File: src/rtl/bram_stream_reader_if.sv
// Command, BRAM read port and output stream of the BRAM stream reader, bundled.
// master = the reader itself, slave = the command source, BRAM and stream sink.
interface bram_stream_reader_if #(
  parameter int ADDR_WIDTH = 12,
  parameter int DATA_WIDTH = 64,
  parameter int NUM_BYTES  = DATA_WIDTH / 8,
  parameter int LEN_WIDTH  = ADDR_WIDTH + 1
);
  logic                  cmd_valid;
  logic                  cmd_ready;
  logic [ADDR_WIDTH-1:0] cmd_addr;
  logic [LEN_WIDTH-1:0]  cmd_len;
  logic                  mem_ena;
  logic [NUM_BYTES-1:0]  mem_we;
  logic [ADDR_WIDTH-1:0] mem_addr;
  logic [DATA_WIDTH-1:0] mem_dout;
  logic                  out_valid;
  logic                  out_ready;
  logic [DATA_WIDTH-1:0] out_data;
  logic                  out_last;
  logic                  busy;
  logic                  done;

  modport master (
    input  cmd_valid, cmd_addr, cmd_len, mem_dout, out_ready,
    output cmd_ready, mem_ena, mem_we, mem_addr, out_valid, out_data, out_last, busy, done
  );

  modport slave (
    output cmd_valid, cmd_addr, cmd_len, mem_dout, out_ready,
    input  cmd_ready, mem_ena, mem_we, mem_addr, out_valid, out_data, out_last, busy, done
  );
endinterface

File: src/rtl/bram_stream_reader.sv
// Reads cmd_len sequential BRAM words from cmd_addr and streams them out with full backpressure.
// Words appear 2 cycles after their read issue; a 2-entry skid FIFO plus credit check absorbs the BRAM latency.
module bram_stream_reader #(
  parameter int ADDR_WIDTH = 12,
  parameter int DATA_WIDTH = 64,
  parameter int NUM_BYTES  = DATA_WIDTH / 8,
  parameter int LEN_WIDTH  = ADDR_WIDTH + 1
) (
  input  logic                  clock,
  input  logic                  reset,
  bram_stream_reader_if.master  bus
);

  typedef enum logic [1:0] {IDLE, RUN, DRAIN} state_e;

  state_e                state_q, state_d;
  logic [ADDR_WIDTH-1:0] addr_q, addr_d;
  logic [LEN_WIDTH-1:0]  issue_q, issue_d;
  logic [LEN_WIDTH-1:0]  remain_q, remain_d;
  logic                  done_q, done_d;
  logic                  inflight_q;
  logic [DATA_WIDTH-1:0] fifo_q [2];
  logic                  wr_ptr_q, rd_ptr_q;
  logic [1:0]            cnt_q;

  logic       pop;
  logic       issue;
  logic [2:0] occ;
  logic [2:0] avail;

  // A same-cycle pop frees a slot, so out_ready feeds mem_ena combinationally.
  assign pop   = (cnt_q != 2'd0) && bus.out_ready;
  assign occ   = {1'b0, cnt_q} + {2'b0, inflight_q};
  assign avail = occ - {2'b0, pop};
  assign issue = (state_q == RUN) && (issue_q != '0) && (avail < 3'd2);

  always_comb begin
    state_d  = state_q;
    addr_d   = addr_q;
    issue_d  = issue_q;
    remain_d = remain_q;
    done_d   = 1'b0;
    case (state_q)
      IDLE: begin
        if (bus.cmd_valid) begin
          if (bus.cmd_len == '0) begin
            done_d = 1'b1;
          end else begin
            state_d  = RUN;
            addr_d   = bus.cmd_addr;
            issue_d  = bus.cmd_len;
            remain_d = bus.cmd_len;
          end
        end
      end
      RUN: begin
        if (issue) begin
          addr_d  = addr_q + 1'b1;
          issue_d = issue_q - 1'b1;
          if (issue_q == LEN_WIDTH'(1)) state_d = DRAIN;
        end
      end
      DRAIN: ;
      default: state_d = IDLE;
    endcase
    if (pop) begin
      remain_d = remain_q - 1'b1;
      if (remain_q == LEN_WIDTH'(1)) begin
        state_d = IDLE;
        done_d  = 1'b1;
      end
    end
  end

  always_ff @(posedge clock or posedge reset) begin
    if (reset) begin
      state_q    <= IDLE;
      addr_q     <= '0;
      issue_q    <= '0;
      remain_q   <= '0;
      done_q     <= 1'b0;
      inflight_q <= 1'b0;
      fifo_q[0]  <= '0;
      fifo_q[1]  <= '0;
      wr_ptr_q   <= 1'b0;
      rd_ptr_q   <= 1'b0;
      cnt_q      <= 2'd0;
    end else begin
      state_q    <= state_d;
      addr_q     <= addr_d;
      issue_q    <= issue_d;
      remain_q   <= remain_d;
      done_q     <= done_d;
      inflight_q <= issue;
      if (inflight_q) begin
        fifo_q[wr_ptr_q] <= bus.mem_dout;
        wr_ptr_q         <= ~wr_ptr_q;
      end
      if (pop) rd_ptr_q <= ~rd_ptr_q;
      cnt_q <= cnt_q + {1'b0, inflight_q} - {1'b0, pop};
    end
  end

  assign bus.cmd_ready = (state_q == IDLE);
  assign bus.busy      = (state_q != IDLE);
  assign bus.done      = done_q;
  assign bus.mem_ena   = issue;
  assign bus.mem_we    = '0;
  assign bus.mem_addr  = addr_q;
  assign bus.out_valid = (cnt_q != 2'd0);
  assign bus.out_data  = fifo_q[rd_ptr_q];
  assign bus.out_last  = (cnt_q != 2'd0) && (remain_q == LEN_WIDTH'(1));

endmodule

File: src/flat_wrapper.sv
// flat-port wrapper written by rule: the top's interface ports become plain ports
module bram_stream_reader_flat 
#(
  parameter int ADDR_WIDTH = 12,
  parameter int DATA_WIDTH = 64,
  parameter int NUM_BYTES  = DATA_WIDTH / 8,
  parameter int LEN_WIDTH  = ADDR_WIDTH + 1
)
  (clock, reset, bus_cmd_valid, bus_cmd_addr, bus_cmd_len, bus_mem_dout, bus_out_ready, bus_cmd_ready, bus_mem_ena, bus_mem_we, bus_mem_addr, bus_out_valid, bus_out_data, bus_out_last, bus_busy, bus_done);
  bram_stream_reader_if #(.ADDR_WIDTH(ADDR_WIDTH), .DATA_WIDTH(DATA_WIDTH), .NUM_BYTES(NUM_BYTES), .LEN_WIDTH(LEN_WIDTH)) bus_i ();
  input  logic clock;
  input  logic reset;
  input wire logic [$bits(bus_i.cmd_valid)-1:0] bus_cmd_valid;
  input wire logic [$bits(bus_i.cmd_addr)-1:0] bus_cmd_addr;
  input wire logic [$bits(bus_i.cmd_len)-1:0] bus_cmd_len;
  input wire logic [$bits(bus_i.mem_dout)-1:0] bus_mem_dout;
  input wire logic [$bits(bus_i.out_ready)-1:0] bus_out_ready;
  output wire logic [$bits(bus_i.cmd_ready)-1:0] bus_cmd_ready;
  output wire logic [$bits(bus_i.mem_ena)-1:0] bus_mem_ena;
  output wire logic [$bits(bus_i.mem_we)-1:0] bus_mem_we;
  output wire logic [$bits(bus_i.mem_addr)-1:0] bus_mem_addr;
  output wire logic [$bits(bus_i.out_valid)-1:0] bus_out_valid;
  output wire logic [$bits(bus_i.out_data)-1:0] bus_out_data;
  output wire logic [$bits(bus_i.out_last)-1:0] bus_out_last;
  output wire logic [$bits(bus_i.busy)-1:0] bus_busy;
  output wire logic [$bits(bus_i.done)-1:0] bus_done;
  assign bus_i.cmd_valid = bus_cmd_valid;
  assign bus_i.cmd_addr = bus_cmd_addr;
  assign bus_i.cmd_len = bus_cmd_len;
  assign bus_i.mem_dout = bus_mem_dout;
  assign bus_i.out_ready = bus_out_ready;
  assign bus_cmd_ready = bus_i.cmd_ready;
  assign bus_mem_ena = bus_i.mem_ena;
  assign bus_mem_we = bus_i.mem_we;
  assign bus_mem_addr = bus_i.mem_addr;
  assign bus_out_valid = bus_i.out_valid;
  assign bus_out_data = bus_i.out_data;
  assign bus_out_last = bus_i.out_last;
  assign bus_busy = bus_i.busy;
  assign bus_done = bus_i.done;
  bram_stream_reader #(.ADDR_WIDTH(ADDR_WIDTH), .DATA_WIDTH(DATA_WIDTH), .NUM_BYTES(NUM_BYTES), .LEN_WIDTH(LEN_WIDTH)) u_core (.clock(clock), .reset(reset), .bus(bus_i));
endmodule
File: config.mk
export PLATFORM = sky130hd
export DESIGN_NAME = bram_stream_reader_flat
export DESIGN_NICKNAME = d
export VERILOG_FILES = /design/src/rtl/bram_stream_reader_if.sv /design/src/rtl/bram_stream_reader.sv /design/src/flat_wrapper.sv
export SDC_FILE = /design/constraint.sdc
export NUM_CORES = 1
export LEC_CHECK = 0
export ABC_AREA = 1
export BUFFER_PORTS_ARGS = -buffer_cell sky130_fd_sc_hd__buf_2
export CAP_MARGIN = 20
export CORE_UTILIZATION = 50
export CTS_BUF_LIST = sky130_fd_sc_hd__clkbuf_8
export DETAILED_ROUTE_END_ITERATION = 8
export PLACE_DENSITY = 0.74
export SYNTH_ARGS = -nofsm -noshare
export SYNTH_HDL_FRONTEND = slang
export SYNTH_SLANG_ARGS = --single-unit
File: constraint.sdc
create_clock -name clock -period 10.9 [get_ports clock]
set_clock_uncertainty 0.15 [all_clocks]
set_input_delay 2.725 -clock clock [delete_from_list [all_inputs] [get_ports clock]]
set_output_delay 2.725 -clock clock [all_outputs]
set_load 0.02 [all_outputs]
# Word-level counts from Yosys, hierarchy flattened
# Cells that the tools add are included.
totals:
  ff_bits: 174
  input_bits: 93
  out_inout_bits: 90
  wordCells: 77
op_classes:
  addsub: 7
  magnitude_cmp: 4
  eq_ne: 8
  muxes: 28
  bitwise_logic: 4
  reduce_logical: 15
op_table:
  columns: ["op", "count"]
  rows:
  - ["$mux 64", 4]
  - ["$bwmux 128", 1]
  - ["$mux 13", 5]
  - ["$demux 64 s1", 1]
  - ["$mux 12", 3]
  - ["$eq 13x1->1 const B", 2]
  - ["$pmux 13 s2", 1]
  - ["$sub 13x1->13 const B", 2]
  - ["$pmux 12 s2", 1]
  - ["$logic_not 13->1", 1]
  - ["$reduce_bool 13->1", 1]
  - ["$add 12x1->12 const B", 1]
  - ["$mux 2", 6]
  - ["$reduce_bool 2->1", 5]
  - ["$pmux 2 s3", 1]
  - ["$logic_and 1x1->1", 5]
  - ["$mux 1", 5]
  - ["$ge 2x2->1 const B", 2]
  - ["$ne 2x1->1 const B", 2]
  - ["$ne 2x2->1 const B", 2]
  - ["$not 1->2", 2]
  - ["$reduce_and 4->1", 1]
  - ["$add 2x1->3", 1]
  - ["$lt 3x2->1 const B", 1]
  - ["other kinds (9)", 10]

# Longest topological paths before layout
# Gate-level depths: netlist of the first run.
logic_depth:
  word_depth: 9
  depth_mapped: 19
  depth_no_buf: 17

# Least setup slack after synthesis of the first run
# OpenSTA, ideal clock, no wires.
synth_path:
  path_kind: "input -> output"
  startpoint: "input bus_out_ready"
  endpoint: "output bus_mem_ena"
  arrival_ps: 4270
  required_time_ps: 8025
  slack_ps: 3755
  path_stages: 12
  path_cell_list: "nand2_1 -> inv_1 -> buf_2 -> nand2_1 -> nand2_1 -> ha_1 -> fa_1 -> inv_1 -> nand3_1 -> nor2_1 -> nand2_2 -> inv_1"
synth_between:
  elab_chain_len: 4
synth_rtl:
  columns: ["element", "line", "text"]
  rows:
  - ["from (decl)", "flat_wrapper.sv:17", "input wire logic [$bits(bus_i.out_ready)-1:0] bus_out_ready;"]
  - ["$logic_and 1x1->1", "bram_stream_reader.sv:32", "assign pop = (cnt_q != 2'd0) && bus.out_ready;"]
  - ["$sub 3x1->3", "bram_stream_reader.sv:34", "assign avail = occ - {2'b0, pop};"]
  - ["named net u_core.avail[1]", "bram_stream_reader.sv:29", "logic [2:0] avail;"]
  - ["$lt 3x2->1", "bram_stream_reader.sv:35", "assign issue = (state_q == RUN) && (issue_q != '0) && (avail < 3'd2);"]
  - ["$logic_and 1x1->1", "bram_stream_reader.sv:35", null]
  - ["to (decl)", "flat_wrapper.sv:19", "output wire logic [$bits(bus_i.mem_ena)-1:0] bus_mem_ena;"]
# The timed path passes the listed nets, and every way through them passes these cells.

# Worst setup path after layout of the first run
# Same ends and word-level chain as after synthesis.

==> summary.md, run 1 <==
| Metric | Value |
|---|---|
| Root buf cell | clkbuf_8 |
| Antenna cells | 0 |
| Core Area | approximately 17000 um2 |
| CTS Buffer Depth | 2 |
| Least-Margin Pin Slew | slightly above 800 ps |
| # H-tree levels | 4 |
| Vias in the first global route | 7265 |
| PwrDens | 319 nW/um2 |
| Vias | ~8000 |
| P&R area growth vs syn | 16.5% |
| Clock tree sinks | about 170 |
| Min-Delay Path Depth | 2 |
| Unique masters post-synth | 29 |
| Nets | roughly 1400 |
| Die X | 134 um |
| Element type at the critical path end | output pin |
| Number of buffers added on ports | ~170 |
| First-pass GRT wire length | about 34000 um |
| TNS Setup | 0 ps |
| Part of the power in registers | between 30 and 40% |
| Placed Area | approximately 9600 um2 |
| Iteration-0 DRC Markers | approximately 510 |
| Core Util, Final | slightly above 60% |
| Register bit total from synthesis | between 150 and 200 |
| Int Power | around 0.0017 W |
| Core Rows | 47 |
| Hold Startpoint | u_core.fifo_q[127]$_DFFE_PP0P_ |
| R2r endpoint | u_core.issue_q[12]$_DFFE_PP0P_ |
| Kind of critical path | primary input to output pin |
| Cells after Synth | between 1000 and 1500 |
| Worst Path Required | around 8000 ps |
| Global placement routability congestion | about 0.86 |
| Hold_buf cts | 0 |
| DRC | 0 |
| Leak | between 5 and 6 nW |
| Power share of the clock group | between 10% and 20% |
| Max Clk Rate | between 100 and 150 MHz |
| Vias per inst | 4.99 |
| Antenna violations before repair | 0 |
| Hpwl dp | 13400 um |
| Final worst-path cycle share | 75.1% |
| Clk slew on worst S/H paths | ~80 ps |
| Ratio of cells with drive above 1 in the final layout | between 10% and 20% |
| Drt pass-1 iters | 7 |
| Initial core utilization | between 50 and 60% |
| Path depth of the worst reg2reg path | 16 |
| Seq/Total Area, Yosys | around half |
| CP Launch Type | primary input |
| Status | completed |
| # IOs | around 180 |
| Worst VDD drop | around 0.00015 V |
| Post-CTS sizing | 0 |
| Die Area | about 18000 um2 |
| Post-CTS Setup Inserts | 0 |
| Max Cap Viol | 0 |
| Max_slew headroom | about 46% |
| Mean Syn Cell Area | approximately 7.3 um2 |
| Worst-skew pair later-pin latency | 450 ps |
| R2r startpoint | u_core.cnt_q[1]$_DFF_PP0_ |
| GRT Overall Usage | between 20% and 30% |
| Min cycle time layout | around 8200 ps |
| RSZ-0062 raised after global routing | false |
| Synth warn | 0 |
| Hold Crit Class | flop to flop |
| Num CTS Buffers | 17 |
| GRT Residual Overflow | 0 |
| Hold Path End | u_core.fifo_q[127]$_DFFE_PP0P_ |
| Setup violations, final | 0 |
| Routed wire length | 20300 um |
| Sw power | 0.00149 W |
| Data arrival, critical path | around 5300 ps |
| Maximum fanout along the worst path | 21 |
| Synthesized cell area | around 8700 um2 |
| Switching share of power | 46.2% |
| Final Instance Area | 10100 um2 |
| Power Total | around 0.0032 W |
| Final hold viol count | 0 |
| Comb pwr share | between 40 and 50% |
| Routed wire per std cell | around 13 um |
| CTS tree | yes |
| Post-route ant nets | 0 |
| R2R Setup Slk | 6660 ps |
| DIE HEIGHT | 134 um |
| Fin Hold WS | 337 ps |
| Slew Viols, Final | 0 |
| Largest net degree at the start of global routing | 111 |
==> cell type report <==
| type | instances | area [um2] |
|---|---|---|
| timing repair buffer | 181 | 943 |
| tap | 220 | 275 |
| clock buffer | 17 | 234 |
| sequential | 174 | 4360 |
| fill | 1568 | 6640 |
| inverter | 120 | 455 |
| clock inverter | 15 | 235 |
| multi-input combinational | 836 | 3620 |
==> placed cells by master (no fill, tap or decap), types with 2 or more instances in the layout <==
master,netlist,routed
clkinv_4,0,3
nand2_4,1,2
inv_8,0,2
xor2_1,2,2
nand3_2,3,3
dfrtp_1,174,173
nand3_1,58,58
inv_1,120,119
ha_1,7,7
nor2_1,57,57
o21ai_0,164,164
or2_2,4,3
buf_4,9,6
a21oi_1,6,6
nand2_1,506,505
nor2_4,2,2
buf_2,11,174
conb_1,1,8
bufinv_16,0,5
clkbuf_8,0,17
nand2_2,4,4
o21bai_1,2,2
inv_6,0,3
clkinvlp_4,0,2
nand4_1,5,5
==> critical path, cell delays in order <==
cell and delay, ps:
buf_2 110, nand2_1 490, inv_1 360, nand2_1 210, nand2_1 80, ha_1 210, fa_1 460, inv_1 70
nand3_1 70, nor2_1 160, nand2_2 80, inv_1 100, buf_2 170
==> per-stage QoR <==
stage	cells	setup WS [ps]
detailed placement	1530	2780
CTS	1562	2770
floorplan	1193	3310
global route	1563	2540
global placement	1530	2880
finish	1563	2720
==> state kept, by name (all words and copies together) (netlist names) <==
name,flops
u_core.wr_ptr_q,1
u_core.rd_ptr_q,1
u_core.bus.mem_addr,12
u_core.fifo_q,128
u_core.cnt_q,2
u_core.inflight_q,1
u_core.bus.done,1
u_core.state_q,2
u_core.issue_q,13
u_core.remain_q,13
==> metal layers <==
layer	part of all wire (%)	wire length (um)	global-route usage, %
met5	0	0	0
met4	1.3	272	6.82
met3	6.0	1230	4.61
met2	48	9650	38.7
met1	45	9130	31.7
==> how the worst max path moves through the flow <==
stage,cells after the start,start,to,slack [ps]
3_5_place_dp,13,bus_out_ready,bus_mem_ena,2780
6_report,13,bus_out_ready,bus_mem_ena,2720
4_1_cts,13,bus_out_ready,bus_mem_ena,2770
2_1_floorplan,1,reset,u_core.bus.done$_DFF_PP0_,3310
5_1_grt,13,bus_out_ready,bus_mem_ena,2540
3_3_place_gp,13,bus_out_ready,bus_mem_ena,2880
==> Yosys cell counts <==
master	count	area [um2]
a21oi_1	6	30.0
a31oi_1	1	6.26
and2_1	1	6.26
buf_1	3	11.3
buf_2	11	55.1
buf_4	9	67.6
buf_6	2	22.5
clkbuf_1	38	143
conb_1	1	3.75
dfrtp_1	174	4350
fa_1	1	20.0
ha_1	7	87.6
inv_1	120	450
nand2_1	506	1900
nand2_2	4	25.0
nand2_4	1	11.3
nand3_1	58	290
nand3_2	3	30.0
nand4_1	5	31.3
nor2_1	57	214
nor2_2	1	6.26
nor2_4	2	22.5
nor3b_1	1	7.51
o21ai_0	164	821
o21bai_1	2	15.0
o31ai_1	1	7.51
or2_2	4	25.0
xnor2_1	1	8.76
xor2_1	2	17.5
==> logic make-up (layout without fill, tap and decap cells) <==
group	count (synthesis)	count (layout)	synth area share [%]
buffers and inverters	183	333	8.62
DFF	174	174	50.1
and+or+nand+nor	643	643	29.6
other	1	8	0.0432
xor gates and xnor gates	3	3	0.302
AOI/OAI and AO/OA	174	174	10.1
adders and majority gates	8	8	1.24
==> power groups by stage <==
| stage | clock [W] | sequential [W] | combinational (W) |
|---|---|---|---|
| after CTS | 0.000535 | 0.00115 | 0.00156 |
| after global routing | 0.000559 | 0.00120 | 0.00176 |
| after detailed placement | 0 | 0.00116 | 0.00156 |
| after global placement | 0 | 0.00115 | 0.00152 |
| final | 0.000520 | 0.00116 | 0.00155 |
| after floorplan | 0 | 0.00114 | 0.00115 |
Note: power is estimated with default switching activity, not from simulation.
==> run 2: changes to the inputs <==
==> constraint.sdc (replaced) <==
create_clock -name clock -period 8.47 [get_ports clock]
set_clock_uncertainty 0.15 [all_clocks]
set_input_delay 2.1175 -clock clock [delete_from_list [all_inputs] [get_ports clock]]
set_output_delay 2.1175 -clock clock [all_outputs]
set_load 0.02 [all_outputs]
==> run 2 against run 1 <==
Net effect: sequential power grew 28%; global-route usage down 0.26 points; setup slack lost 1200 ps; combinational power grew 29%; via count up 0.28%; critical path type unchanged; first-iteration DRC count decreased by 4.1%; largest power group unchanged.
==> summary.md, run 2 (synthesis results as in run 1) <==
| Metric | Value |
|---|---|
| Max FFs per register | 128 (unchanged) |
| Die Area | 17900 um2 (unchanged) |
| Vias in the first global route | 7159 (-1.5%) |
| Core Rows | 47 (unchanged) |
| Worst path depth | 13 (unchanged) |
| Core Area | 16800 um2 (unchanged) |
| Nets | 1432 (+0.070%) |
| Biggest regs | u_core.fifo_q: 128 flops, u_core.issue_q: 13 flops, u_core.remain_q: 13 flops |
| Int Power | 0.00210 W (+21%) |
| Initial core utilization | 51.8% (unchanged) |
| Min cycle time layout | between 6000 and 7000 ps |
| Status | completed |
| Hpwl dp | 13300 um (-0.64%) |
| Min-Delay Path Depth | 2 (unchanged) |
| Vias | 7816 (+0.28%) |
| Max_slew headroom | 49.3% (+3.0 points) |
| Leak | 5.64 nW (-0.76%) |
| PwrDens | 402 nW/um2 (+26%) |
| Num CTS Buffers | 17 (unchanged) |
| Clock tree sinks | 174 (unchanged) |
| Routed wire length | 20100 um (-0.94%) |
| P&R area growth vs syn | 15.7% |
| Iteration-0 DRC Markers | 490 (-4.1%) |
| Setup violations, final | 0 (unchanged) |
| Die X | 134 um (unchanged) |
| Power share of the clock group | 13.7% (-2.4 points) |
| # IOs | 183 (unchanged) |
| Worst VDD drop | 0.000186 V (+23%) |
| Hold_buf cts | 0 (unchanged) |
| DRC | 0 (unchanged) |
| TNS Setup | 0 ps (unchanged) |
| Global placement routability congestion | 0.866 (+0.50%) |
| Hold Crit Class | flop to flop |
| Post-route ant nets | 0 (unchanged) |
| Fin Hold WS | 342 ps (+5.24 ps) |
| Antenna violations before repair | 0 (unchanged) |
| Final worst-path cycle share | approximately 82% |
| Switching share of power | 48.0% (+1.7 points) |
| Commonest non-fill, non-tap cells in the layout | 505 x nand2_1, 174 x buf_2, 173 x dfrtp_1 |
| Data arrival, critical path | 4690 ps (-620 ps) |
| Vias per inst | 5.00 (+0.22%) |
| CP cell instances | buf_2 > nand2_1 > inv_1 > nand2_1 > nand2_1 > ha_1 > fa_1 > inv_1 > nand3_1 > nor2_1 > nand2_2 > inv_1 > buf_2 |
| Most common cell after layout, fill and taps aside | nand2_1 |
| Ratio of cells with drive above 1 in the final layout | 17.3% (+0.14 points) |
| DIE HEIGHT | 134 um (unchanged) |
| Top Family by Delay on Critical Path | simple AND/OR/NAND/NOR gates |
| Least-Margin Pin Slew | 761 ps (-44.8 ps) |
| Clk slew on worst S/H paths | 90 ps (about the same) |
| Slowest stage cell on the critical path | nand2_1 |
| Element type at the critical path end | output pin |
| Drt pass-1 iters | 5 (-2) |
| GRT Residual Overflow | 0 (unchanged) |
| Slew Viols, Final | 0 (unchanged) |
| Root buf cell | clkbuf_8 |
| CP Launch Type | primary input |
| CP bufs+invs | 5 (unchanged) |
| Path depth of the worst reg2reg path | 16 (unchanged) |
| Number of buffers added on ports | 174 (unchanged) |
| R2R Setup Slk | 4230 ps (-2430 ps) |
| Worst stage delay on the critical path | 500 ps (about the same) |
| Max Clk Rate | around 140 MHz |
| Filler cell count | 1611 (+2.7%) |
| RSZ-0062 raised after global routing | false |
| Maximum fanout along the worst path | 21 (unchanged) |
| Reg with most FFs | u_core.fifo_q |
| Worst Path Required | 6200 ps (-1830 ps) |
| Antenna cells | 0 (unchanged) |
| Largest net degree at the start of global routing | 129 (+16%) |
| Max Cap Viol | 0 (unchanged) |
| GRT Overall Usage | 23.3% (-0.26 points) |
| Kind of critical path | primary input to output pin |
| Worst-skew pair later-pin latency | 460 ps (about the same) |
| # H-tree levels | 4 (unchanged) |
| Final hold viol count | 0 (unchanged) |
| Post-CTS sizing | 0 (unchanged) |
| First-pass GRT wire length | 33400 um (-1.2%) |
| CTS tree | yes |
| Comb pwr share | 49.4% (+1.3 points) |
| Sw power | 0.00194 W (+30%) |
| Post-CTS Setup Inserts | 0 (unchanged) |
| Routed wire per std cell | 12.8 um (-1.0%) |
| CTS Buffer Depth | 2 (unchanged) |
| Part of the power in registers | 36.9% (+1.1 points) |
==> run 2: cell types whose count changed in the layout (fill, tap and decap cells not counted) <==
cell        delta
bufinv_16      -5
clkinvlp_4     +3
clkinv_4       -2
inv_8          +2
buf_12         +1
clkbuf_8       +1
clkinv_2       +1
clkinv_8       +1
inv_1          -1
==> run 2: area by class of cell <==
cell class | instances | area, um2 | area share (%)
Inverter | 120 | 455 | 4.53
Timing Repair Buffer | 182 | 963 | 9.59
Clock buffer | 18 | 248 | 2.47
Sequential cell | 174 | 4360 | 43.3
Tap cell | 220 | 275 | 2.74
Multi-Input combinational cell | 836 | 3620 | 36.0
Clock inverter | 14 | 130 | 1.29
==> run 2: worst min-delay path, delay by kind of cell (launching register included) <==
kind | cells | cell delay, ps
DFF | 1 | 350
and+or+nand+nor | 1 | 50
AOI/OAI and AO/OA | 1 | 60
==> run 2: worst paths after layout <==
| check | startpoint | to |
|---|---|---|
| max in group asynchronous | reset | u_core.fifo_q[79]$_DFFE_PP0P_ |
| min in group asynchronous | reset | u_core.fifo_q[83]$_DFFE_PP0P_ |
| max | bus_out_ready | bus_mem_ena |
| min | u_core.fifo_q[1]$_DFFE_PP0P_ | u_core.fifo_q[1]$_DFFE_PP0P_ |
| max reg2reg | u_core.cnt_q[1]$_DFF_PP0_ | u_core.bus.mem_addr[9]$_DFFE_PP0P_ |
| min reg2reg | u_core.fifo_q[1]$_DFFE_PP0P_ | u_core.fifo_q[1]$_DFFE_PP0P_ |
==> run 2: per-stage QoR <==
step | worst slack [ps] | power [W] | cells | instance area, um2 | utilization, %
after floorplan | 1490 | 0.00294 | 1193 | 8720 | -
after global placement | 1660 | 0.00345 | 1530 | 9620 | 57.4
after detailed placement | 1570 | 0.00351 | 1530 | 9620 | 57.4
after CTS | 1580 | 0.00407 | 1562 | 10000 | 59.7
after global routing | 1330 | 0.00441 | 1564 | 10000 | 60.0
final | 1510 | 0.00404 | 1564 | 10000 | 60.0
==> run 2: metal layers <==
layer	part of all wire, %	global-route usage, %	vias up
met4	1.7	8.40	0
met5	0	0	-
met2	47	37.9	231
met1	46	31.5	3616
met3	5.3	3.78	31
li1	-	-	3938
==> run 2: power by group through the flow <==
| stage | Clock, W | Combinational (W) | Sequential, W |
|---|---|---|---|
| floorplan | 0 | 0.00148 | 0.00147 |
| global placement | 0 | 0.00196 | 0.00148 |
| detailed placement | 0 | 0.00201 | 0.00150 |
| CTS | 0.000569 | 0.00201 | 0.00149 |
| global route | 0.000600 | 0.00227 | 0.00154 |
| finish | 0.000554 | 0.00200 | 0.00149 |
==> run 3: changes to the inputs <==
--- a/config.mk
+++ b/config.mk
@@ -11,7 +11,7 @@
 export CORE_UTILIZATION = 50
 export CTS_BUF_LIST = sky130_fd_sc_hd__clkbuf_8
 export DETAILED_ROUTE_END_ITERATION = 8
-export PLACE_DENSITY = 0.74
+export PLACE_DENSITY = 0.77
 export SYNTH_ARGS = -nofsm -noshare
 export SYNTH_HDL_FRONTEND = slang
 export SYNTH_SLANG_ARGS = --single-unit
==> constraint.sdc (replaced) <==
create_clock -name clock -period 6.2 [get_ports clock]
set_clock_uncertainty 0.15 [all_clocks]
set_input_delay 1.55 -clock clock [delete_from_list [all_inputs] [get_ports clock]]
set_output_delay 1.55 -clock clock [all_outputs]
set_load 0.02 [all_outputs]
==> run 3 against run 2 <==
Net effect: wire length rose by 0.94%; worst hold slack got worse by 3.6 ps; utilization rose by 0.24 points; register-to-register slack got worse by 1200 ps; critical path depth did not move; cell area rose by 0.40%; count of clock-buffer cells in the layout did not move; sequential share of layout area fell by 0.17 points; combinational power rose by 38%; global-route usage fell by 0.052 points; first-iteration DRC count rose by 28%; sequential cell count did not move; critical path type unchanged; largest cell class unchanged.
==> summary.md, run 3 (synthesis results as in run 1) <==
| Metric | Value |
|---|---|
| Global placement routability congestion | 0.912 (+5.3%) |
| Initial core utilization | 51.8% (unchanged) |
| # H-tree levels | 4 (unchanged) |
| Max FFs per register | 128 (unchanged) |
| TNS Setup | 0 ps (unchanged) |
| Hold Crit Class | flop to flop |
| Worst stage delay on the critical path | 430 ps (-70 ps) |
| Worst Path Required | 4500 ps (-1700 ps) |
| Placed Instances | 1532 (+0.13%) |
| CP cell instances | buf_2 > nand2_1 > inv_1 > nand2_1 > nand2_1 > ha_1 > fa_1 > inv_1 > nand3_1 > nor2_1 > nand2_2 > inv_1 > buf_2 |
| Antenna cells | 0 (unchanged) |
| Number of buffers added on ports | 174 (unchanged) |
| Int Power | 0.00296 W (+41%) |
| P&R area growth vs syn | 16.1% |
| Final worst slack | 1030 ps (-480 ps) |
| Clk slew on worst S/H paths | 90 ps (about the same) |
| Drt pass-1 iters | 5 (unchanged) |
| Hpwl dp | 13200 um (-0.34%) |
| Routed wire length | 20300 um (+0.94%) |
| Kind of critical path | primary input to output pin |
| Fin Hold WS | 339 ps (-3.57 ps) |
| Min cycle time layout | between 5000 and 6000 ps |
| Biggest regs | u_core.fifo_q: 128 flops, u_core.issue_q: 13 flops, u_core.remain_q: 13 flops |
| Clock tree sinks | 174 (unchanged) |
| Core Area | 16800 um2 (unchanged) |
| Part of the power in registers | 36.1% (-0.8 points) |
| Die Area | 17900 um2 (unchanged) |
| Post-CTS Setup Inserts | 0 (unchanged) |
| Setup violations, final | 0 (unchanged) |
| First-pass GRT wire length | 33600 um (+0.33%) |
| Die X | 134 um (unchanged) |
| CP Launch Type | primary input |
| Final worst-path cycle share | about 83% |
| Crit path from | bus_out_ready |
| RSZ-0062 raised after global routing | false |
| CTS Buffer Depth | 2 (unchanged) |
| Leak | 5.66 nW (+0.37%) |
| Slowest stage cell on the critical path | fa_1 |
| Core Rows | 47 (unchanged) |
| Final hold viol count | 0 (unchanged) |
| Antenna violations before repair | 0 (unchanged) |
| Commonest non-fill, non-tap cells in the layout | 505 x nand2_1, 174 x buf_2, 173 x dfrtp_1 |
| Register area | 4360 um2 (unchanged) |
| Post-route ant nets | 0 (unchanged) |
| Element type at the critical path end | output pin |
| GRT Overall Usage | 23.2% (-0.052 points) |
| Vias per inst | 5.02 (+0.50%) |
| # IOs | 183 (unchanged) |
| Slew Viols, Final | 0 (unchanged) |
| Worst VDD drop | 0.000293 V (+57%) |
| Ratio of cells with drive above 1 in the final layout | 17.4% (+0.061 points) |
| Least-Margin Pin Slew | 948 ps (+187 ps) |
| Reg with most FFs | u_core.fifo_q |
| Num CTS Buffers | 17 (unchanged) |
| Multi-input logic area | 3620 um2 (unchanged) |
| Data arrival, critical path | 3470 ps (-1220 ps) |
| Vias in the first global route | 6993 (-2.3%) |
| Root buf cell | clkbuf_8 |
| Vias | 7860 (+0.56%) |
| Count of non-filler cells in the finished layout | 1565 (+0.064%) |
| Max_slew headroom | 36.8% (-12 points) |
| DIE HEIGHT | 134 um (unchanged) |
| R2r startpoint | u_core.cnt_q[1]$_DFF_PP0_ |
| Filler cell count | 1567 (-2.7%) |
| Setup Slack @ Placement | 1060 ps (-512 ps) |
| Sw power | 0.00265 W (+37%) |
| Most common cell after layout, fill and taps aside | nand2_1 |
| Status | completed |
| Worst-skew pair later-pin latency | 450 ps (about the same) |
| GRT Residual Overflow | 0 (unchanged) |
| PwrDens | 556 nW/um2 (+38%) |
| Largest net degree at the start of global routing | 175 (+36%) |
| Max Cap Viol | 0 (unchanged) |
| Post-CTS sizing | 0 (unchanged) |
| Hold Startpoint | u_core.fifo_q[68]$_DFFE_PP0P_ |
| Hold_buf cts | 0 (unchanged) |
| Maximum fanout along the worst path | 11 (-48%) |
| DRC | 0 (unchanged) |
| Iteration-0 DRC Markers | 628 (+28%) |
| Max Clk Rate | ~190 MHz |
| Nets | 1433 (+0.070%) |
| Switching share of power | 47.3% (-0.71 points) |
| Power share of the clock group | 14.6% (+0.9 points) |
| CTS tree | yes |
| Comb pwr share | 49.2% (-0.2 points) |
| Routed wire per std cell | 13.0 um (+0.87%) |
run 3: power by group through the flow:
| stage | sequential, W | combinational [W] | clock [W] |
|---|---|---|---|
| 2_1_floorplan | 0.00200 | 0.00202 | 0 |
| 3_3_place_gp | 0.00203 | 0.00270 | 0 |
| 3_5_place_dp | 0.00204 | 0.00277 | 0 |
| 4_1_cts | 0.00202 | 0.00278 | 0.000845 |
| 5_1_grt | 0.00210 | 0.00312 | 0.000888 |
| 6_report | 0.00203 | 0.00276 | 0.000822 |
run 3: final timing paths:
| check | end | slack (ps) | depth (start not counted) |
|---|---|---|---|
| setup / recovery | bus_mem_ena | 1030 | 13 |
| hold / removal | u_core.fifo_q[68]$_DFFE_PP0P_ | 340 | 2 |
| setup reg to reg | u_core.bus.mem_addr[4]$_DFFE_PP0P_ | 2990 | 15 |
| hold reg to reg | u_core.fifo_q[68]$_DFFE_PP0P_ | 340 | 2 |
| max in group asynchronous | u_core.fifo_q[63]$_DFFE_PP0P_ | 3970 | 3 |
| min in group asynchronous | u_core.fifo_q[91]$_DFFE_PP0P_ | 1200 | 3 |
run 3: metal layers:
metal | vias to the layer above | GRT usage [%] | routed length, um
li1 | 3942 | - | -
met1 | 3645 | 32.0 | 9190
met2 | 253 | 37.7 | 9640
met3 | 20 | 3.85 | 1270
met4 | 0 | 7.13 | 186
met5 | - | 0 | 0
run 3: stage by stage:
| stage | util [%] | instance area (um2) | total power (W) |
|---|---|---|---|
| floorplan | - | 8720 | 0.00402 |
| global placement | 57.6 | 9650 | 0.00473 |
| detailed placement | 57.6 | 9650 | 0.00481 |
| CTS | 60.1 | 10100 | 0.00565 |
| global route | 60.2 | 10100 | 0.00610 |
| finish | 60.2 | 10100 | 0.00561 |
run 3: final cells by class:
cell class                      count  area share (%)
Multi-Input combinational cell    836            35.9
Clock buffer                       18            2.46
Inverter                          120            4.50
Tap cell                          220            2.73
Timing Repair Buffer              183            9.55
Clock inverter                     14            1.70
Sequential cell                   174            43.2
run 3: critical path: cells and delay by family:
kind / cells / cell delay [ps]
adder cells (fa/ha/maj): 2 / 580
buffers and inverters: 5 / 650
AND/OR/NAND/NOR: 6 / 690
